`src/rtl/fmdll_mn_counter.sv`:
```
// rtl/fmdll_mn_counter.sv - FMDLL N/M compare-window timing generator.
// Optional COMP_FILTER_EN: majority-of-3 filtering of the per-frame COMP result.
module fmdll_mn_counter #(
  parameter int NW = 4,
  parameter int MW = 2
) (
  input  logic          clk_out,
  input  logic          Reset_n,
  input  logic          en,
  input  logic [NW-1:0] N,
  input  logic [MW-1:0] M,
  input  logic          COMP,
  output logic [MW-1:0] M_counter,
  output logic [NW-1:0] N_counter,
  output logic          DIV_M,
  output logic          comp_valid,
  output logic          comp_sample,
  output logic          cfg_err
);

  localparam logic [1:0] ST_IDLE = 2'd0;
  localparam logic [1:0] ST_ARM  = 2'd1;
  localparam logic [1:0] ST_RUN  = 2'd2;

  logic [1:0]    state;
  logic [NW-1:0] n_sh;
  logic [MW-1:0] m_sh;
  logic [MW-1:0] m_load;
  logic          n_wrap;
  logic          frame_end;
  logic          window_end;
  logic          pending;

  assign m_load     = (M == '0) ? MW'(1) : M;
  assign n_wrap     = (N_counter == n_sh);
  assign frame_end  = n_wrap && (M_counter == m_sh);
  assign window_end = (state == ST_RUN) && n_wrap && (M_counter == MW'(1));
  assign DIV_M      = (state == ST_RUN) && (M_counter == '0);
  assign cfg_err    = (state == ST_ARM) && (N == '0);

  always_ff @(posedge clk_out or negedge Reset_n) begin
    if (!Reset_n) begin
      state     <= ST_IDLE;
      n_sh      <= NW'(1);
      m_sh      <= MW'(1);
      N_counter <= '0;
      M_counter <= '0;
    end else if (!en) begin
      state     <= ST_IDLE;
      N_counter <= '0;
      M_counter <= '0;
    end else begin
      case (state)
        ST_IDLE: begin
          state     <= ST_ARM;
          N_counter <= '0;
          M_counter <= '0;
        end
        ST_ARM: begin
          n_sh <= N;
          m_sh <= m_load;
          if (N != '0) begin
            state     <= ST_RUN;
            N_counter <= NW'(1);
            M_counter <= '0;
          end
        end
        ST_RUN: begin
          // Shadow lengths only change at a frame boundary, so a frame always completes as started.
          if (frame_end) begin
            n_sh      <= N;
            m_sh      <= m_load;
            M_counter <= '0;
            if (N == '0) begin
              state     <= ST_ARM;
              N_counter <= '0;
            end else begin
              N_counter <= NW'(1);
            end
          end else if (n_wrap) begin
            N_counter <= NW'(1);
            M_counter <= M_counter + MW'(1);
          end else begin
            N_counter <= N_counter + NW'(1);
          end
        end
        default: begin
          state     <= ST_IDLE;
          N_counter <= '0;
          M_counter <= '0;
        end
      endcase
    end
  end

`ifdef COMP_FILTER_EN
  logic [1:0] hist;
  logic [1:0] frames;
  logic       maj;

  assign maj = (COMP & hist[0]) | (COMP & hist[1]) | (hist[0] & hist[1]);
`endif

  always_ff @(posedge clk_out or negedge Reset_n) begin
    if (!Reset_n) begin
      pending     <= 1'b0;
      comp_valid  <= 1'b0;
      comp_sample <= 1'b0;
`ifdef COMP_FILTER_EN
      hist        <= '0;
      frames      <= '0;
`endif
    end else begin
      pending    <= en && window_end;
      comp_valid <= 1'b0;
`ifdef COMP_FILTER_EN
      // History is only meaningful within one continuous RUN; valid waits for three samples.
      if (!en || state != ST_RUN) begin
        hist   <= '0;
        frames <= '0;
      end else if (pending) begin
        hist <= {hist[0], COMP};
        if (frames == 2'd2) begin
          comp_valid  <= 1'b1;
          comp_sample <= maj;
        end else begin
          frames <= frames + 2'd1;
        end
      end
`else
      if (pending && en) begin
        comp_valid  <= 1'b1;
        comp_sample <= COMP;
      end
`endif
    end
  end

endmodule

```
`config.mk`:
```
export PLATFORM = sky130hd
export DESIGN_NAME = fmdll_mn_counter
export DESIGN_NICKNAME = d
export VERILOG_FILES = /design/src/rtl/fmdll_mn_counter.sv
export SDC_FILE = /design/constraint.sdc
export NUM_CORES = 1
export LEC_CHECK = 0
export CELL_PAD_IN_SITES_DETAIL_PLACEMENT = 0
export CELL_PAD_IN_SITES_GLOBAL_PLACEMENT = 1
export CORE_ASPECT_RATIO = 0.9
export CORE_MARGIN = 2
export CORE_UTILIZATION = 35
export DETAILED_ROUTE_END_ITERATION = 6
export PLACE_DENSITY_LB_ADDON = 0.25
export SLEW_MARGIN = 20
export SYNTH_ARGS = -nofsm -noshare
export SYNTH_HDL_FRONTEND = slang
export SYNTH_SLANG_ARGS = --single-unit
```
`constraint.sdc`:
```
create_clock -name clk_out -period 1.6 [get_ports clk_out]
set_input_delay 0.24 -clock clk_out [delete_from_list [all_inputs] [get_ports clk_out]]
set_output_delay 0.24 -clock clk_out [all_outputs]
set_load 0.1 [all_outputs]
```
==> out/results.tsv, run 1 <==
metric	value	unit
core-area	3067	sq um
grt_start_max_net_pins	18	
post-route-period-util	0.9812	
cap_violations	0	
cts_tree	done	
holdWs	0.2540	ns
start_util	0.3688	
routabilityCongestion	0.7856	
hold_class	in2async	
syn_nets	134	
status	completed	
numCtsBuffers	3	
synth_area_leaders	dfrtp_1 (33%), ha_1 (6.6%), dfstp_2 (4.6%)	
drt-pass1-iter-count	4	
layout_common_cells	buf_4 (24), buf_12 (10), nand2_1 (9), nand3_1 (9), dfrtp_1 (9)	
reg2reg_to	state[1]	
arrival	1.33	ns
antenna_found_initial	0	
path_buf_inv	2	
num_antenna_cells	0	
timing.rr.start	n_sh[0]	
die_w	63.92	microns
cts_root_buf	clkbuf_4	
fin_area	1789	sq um
syn-cell-area	1131	sq um
wl_met2	1408	microns
path_clk_slew	0.11	ns
area_growth	58.19	%
regToRegSetupSlack	0.08	ns
cp_top_family	flip-flops	
top_layer_used	met4	
holdBufCountCts	0	
min_period	1.570	ns
ioPinCount	20	
setup_violations	0	
port_buffers	19	
worst_ep_required_time	1.36	ns
syn_avg_cell_area	9.585	sq um
cpMaxStageDelayCell	dfrtp_1	
synth_seq_cells	17	
yosys.area.top_type_share	0.3319	
register_area	445.4	sq um
slew_headroom	0.8142	
clk_path_buf_depth	2	
critPathLaunchType	flop	
drc_errors	0	
grt-ovfl-total	0	
hpwl	2174	microns
layout-drive-gt1-share	0.4074	
clk_latency	0.30	ns
rows	19	
die_h	57.93	microns
synthCells	118	
synth.distinct_cells	38	
numClockSinks	17	
first_global_vias	1060	
cp_cell_sequence	buf_6, ha_4, and2_4, buf_12	
ys_seq_area_frac	0.3783	
yosysTopAreaCell	dfrtp_1	
wire_per_inst	14.36	microns
mostFrequentLayoutCell	buf_4	
max_freq	0.6370	GHz
crit_path_max_fanout	6	
ir_worst_vdd	0.3906	mV
vias	1036	
placed_cell_area	1660	sq um
wl_met1	1400	microns
drt-total-wl	2930	microns
max_stage_delay	0.43	ns
grt_first_pass_wirelength	5106	microns
finalHoldViolCount	0	
p_leak	0.7501	nW
wl_met3	87	microns
h-tree-depth	1	
final_antenna_net_count	0	
cp-end-kind	output pin	
die-area	3703	sq um
nFillCells	246	
multi_input_area	749.5	sq um
crit_type	reg2out	
maxSlewViolCount	0	
finClkSkew	0.004521	ns
critPathLaunch	state[1]	
power_density	777.1	nW/um^2
tightestPinTransition	0.2779	ns
nets	179	
grt_usage	0.1780	
yosys_warnings	0	
drt-vias-per-instance	5.078	
r2r_cells	4	
drt_iter0_drc	52	
utilization	0.5834	
rsz0062_at_grt	yes	
## sequential cells by signal, indices dropped and copies added, names as in the netlist
name         flops
pending          1
comp_valid       1
N_counter        4
M_counter        2
state            2
n_sh             4
comp_sample      1
m_sh             2
## timing repair
item / 4_1_cts / 5_1_grt
endpoints found under the setup margin: 2 / 6
pin swaps: 2 / 5
setup buffers: 3 / 7
gates resized for setup: 7 / 6
hold endpoints to repair: 0 / 0
## layer usage
| layer | vias to the layer above | track usage |
|---|---|---|
| met5 | - | 0 |
| met4 | 0 | 0.05590 |
| met3 | 5 | 0.03107 |
| met2 | 14 | 0.2902 |
| met1 | 486 | 0.2429 |
| li1 | 531 | - |
## logic make-up (layout without fill, tap and decap cells)
kind of cell | Yosys count | in the layout | share of synthesized area
compound gates | 25 | 25 | 0.1527
fa+ha+maj | 6 | 6 | 0.06637
buf+inv | 11 | 55 | 0.04535
simple gates | 49 | 49 | 0.2732
flops | 17 | 17 | 0.3783
xor+xnor | 6 | 6 | 0.04646
mux | 4 | 4 | 0.03761
## cells in the mapped netlist, drive strengths merged
cell type,number
a41oi,1
nor4,2
and4,1
and3,3
nand4,7
nor3,1
o211ai,6
or2,1
a22o,2
mux2,2
a41o,1
a31o,1
nand2b,2
nand4b,1
dfrtp,15
nand3b,1
nor3b,1
o21ai,1
ha,6
xnor2,6
inv,6
a21oi,4
nand2,9
and2,4
buf,3
nand3,9
o31ai,1
clkbuf,2
nor2,1
dfstp,2
nor2b,6
a31oi,8
mux2i,2
## power by group
group	total, mW	switching (mW)	internal (mW)
Combinational	0.561	0.260	0.300
Clock	0.250	0.153	0.0973
Sequential	0.580	0.0814	0.498
Total	1.39	0.494	0.896
## final cells by class
type / count / area share
Timing Repair Buffer: 45 / 0.2755
Multi-Input combinational cell: 90 / 0.4189
Inverter: 6 / 0.01259
Tap cell: 42 / 0.02937
Clock buffer: 4 / 0.01469
Sequential cell: 17 / 0.2490
## metrics by stage
step | worst slack (ns) | setup TNS (ns) | cells | power (mW)
5_1_grt | -0.02892 | -0.05138 | 204 | 1.477
3_3_place_gp | -0.2403 | -1.777 | 191 | 1.079
2_1_floorplan | -0.04493 | -0.09755 | 118 | 0.9294
6_report | 0.03013 | 0 | 204 | 1.390
3_5_place_dp | -0.2669 | -1.898 | 191 | 1.091
4_1_cts | -0.0003997 | -0.0003997 | 197 | 1.358
## how the worst max path moves through the flow
stage / slack [ns] / end / cells past startpoint
after global placement: -0.24 / state[0] / 6
after floorplan: -0.04 / state[0] / 5
final: 0.03 / DIV_M / 4
after global routing: -0.03 / DIV_M / 4
after CTS: -0.0004 / DIV_M / 4
after detailed placement: -0.27 / state[1] / 6
Power figures use the tool's default switching activity.
==> run 2: changes to the inputs <==
CORE_ASPECT_RATIO = 1.4   (was 0.9)
==> run 2 against run 1 <==
The run now ends with setup timing left. Flip-flop and latch count did not move. First-iteration DRC count fell by 52%. Via count rose by 6.6%. Maximum frequency fell by 2.9%. Wire length rose by 3.8%. Sequential share of layout area rose by 0.30 points. Core utilization fell by 1.2 points. Global-route usage fell by 0.53 points. Total power rose by 5.7%. Combinational power fell by 2%. Count of clock-buffer cells in the layout did not move. Critical path type unchanged. Critical endpoint is now cfg_err. Largest cell class unchanged.
==> out/results.tsv, run 2 (synthesis results as in run 1) <==
metric	value	unit	change
status	complete, but fails checks		
violations	setup timing		
reg.largest.list	N_counter (4), n_sh (4)		
power.switching	0.5117	mW	+3.5%
path_clk_slew	0.07	ns	-0.04 ns
p_int	0.9584	mW	+7.0%
ir_worst_vdd	0.5079	mV	+30%
post-route-period-util	1.011		+0.02974
nFillCells	274		+11%
core-area	3093	sq um	+0.86%
cap_violations	0		unchanged
wl_met2	1642	microns	+17%
layout-drive-gt1-share	0.3899		-0.01747
holdBufCountCts	0		unchanged
numClockSinks	17		unchanged
wl_met3	96	microns	+10%
hpwl	2184	microns	+0.45%
vias	1104		+6.6%
drt-total-wl	3042	microns	+3.8%
finalHoldViolCount	0		unchanged
crit_path_max_fanout	8		+2
setup_slack	-0.01745	ns	-0.04758 ns
die_h	71.27	microns	+23%
rsz0062_at_grt	yes		
stdcell_count	198		-2.9%
critPathLaunch	state[1]		
numCtsBuffers	3		unchanged
worst_ep_required_time	1.36	ns	about the same
crit_type	reg2out		
cts_root_buf	clkbuf_8		
max_freq	0.6183	GHz	-2.9%
min_period	1.617	ns	+0.04758 ns
drt_iter0_drc	25		-52%
h-tree-depth	1		unchanged
first_global_vias	1115		+5.2%
grt_start_max_net_pins	18		unchanged
die-area	3709	sq um	+0.16%
grt_first_pass_wirelength	4850	microns	-5.0%
finClkSkew	0.004387	ns	-0.0001336 ns
die_w	52.05	microns	-19%
p_comb_frac	0.373		-0.030
rows	24		+5
ioPinCount	20		unchanged
start_util	0.3657		-0.003133
layout_common_cells	buf_4 (23), buf_12 (10), nand2_1 (9), nand3_1 (9), dfrtp_1 (9)		
arrival	1.38	ns	+0.05 ns
drc_errors	0		unchanged
final_antenna_net_count	0		unchanged
clk_latency	0.25	ns	-0.05 ns
clk_path_buf_depth	2		unchanged
drt-pass1-iter-count	4		unchanged
fin_area	1768	sq um	-1.2%
antenna_found_initial	0		unchanged
top_layer_used	met4		
critPathLaunchType	flop		
timing.rr.start	n_sh[0]		
tightestPinTransition	0.2580	ns	-0.01990 ns
pre_cts_ws	-0.2326	ns	+0.03439 ns
holdWs	0.3123	ns	+0.05829 ns
routabilityCongestion	0.7722		-1.7%
power_density	831.5	nW/um^2	+7.0%
slew_headroom	0.8266		+0.01235
dp.cells	187		-2.1%
grt-ovfl-total	0		unchanged
nets	176		-1.7%
mostFrequentLayoutCell	buf_4		
cp-end-kind	output pin		
num_antenna_cells	0		unchanged
wl_met1	1212	microns	-13%
setup_violations	1		+1
p_seq_frac	0.400		-0.017
p_sw_frac	0.3481		-0.007516
hold_class	in2async		
maxSlewViolCount	0		unchanged
wire_per_inst	15.36	microns	+7.0%
placed_cell_area	1649	sq um	-0.68%
p_leak	0.7344	nW	-2.1%
drt-vias-per-instance	5.576		+9.8%
grt_usage	0.1726		-0.005339
p_clk_frac	0.227		+0.047
area_growth	56.31	%	
port_buffers	19		unchanged
cts_tree	done		
[run 2: cell count changes in the layout (fill, tap and decap cells not counted), sizes merged]
cell and change:
buf -3, dlymetal6s2s -1, dlygate4sd2 +1
[run 2: worst max-delay path: stages (launching register included)]
cell     delay (ns)
dfrtp_1        0.39
inv_1          0.09
ha_2           0.26
and2_2         0.20
buf_12         0.17
[run 2: worst paths after layout]
check | endpoint | slack [ns] | cells after the start
min reg2reg | comp_valid | 0.50 | 1
max reg2reg | M_counter[0] | 0.04 | 5
max in group asynchronous | m_sh[0] | 1.03 | 2
min | N_counter[0] | 0.31 | 2
max | cfg_err | -0.02 | 4
min in group clk_out | comp_valid | 0.50 | 1
[run 2: power by group through the flow]
stage | clock network [mW] | logic [mW] | registers, mW
final | 0.334 | 0.548 | 0.588
after global routing | 0.369 | 0.599 | 0.597
after CTS | 0.345 | 0.513 | 0.587
after detailed placement | 0 | 0.504 | 0.596
after global placement | 0 | 0.491 | 0.594
after floorplan | 0 | 0.334 | 0.595
[run 2: final cells by class]
cell class | count | area [sq um] | share of cell area
Tap cell | 39 | 48.80 | 0.02760
Timing Repair Buffer | 42 | 459.2 | 0.2597
Clock buffer | 4 | 45.04 | 0.02548
Inverter | 6 | 22.52 | 0.01274
Multi-Input combinational cell | 90 | 747.0 | 0.4225
Sequential cell | 17 | 445.4 | 0.2519
[run 2: routing by layer]
layer / vias up / global-route usage
met5: - / 0
met4: 0 / 0.08772
met3: 10 / 0.02292
met2: 27 / 0.2940
met1: 546 / 0.2075
li1: 521 / -
[run 2: stage by stage]
| step | utilization | TNS (ns) | total power, mW |
|---|---|---|---|
| 6_report | 0.5716 | -0.01745 | 1.470 |
| 5_1_grt | 0.5716 | -0.1984 | 1.565 |
| 4_1_cts | 0.5522 | -0.005855 | 1.445 |
| 3_5_place_dp | 0.5332 | -1.337 | 1.100 |
| 3_3_place_gp | 0.5332 | -1.322 | 1.085 |
| 2_1_floorplan | - | -0.09755 | 0.9294 |
[run 2: what timing repair did]
item / CTS / global route
setup buffers: 2 / 5
gates cloned: 0 / 0
setup endpoints to repair: 2 / 7
resized for setup: 4 / 3
pin swaps: 0 / 3
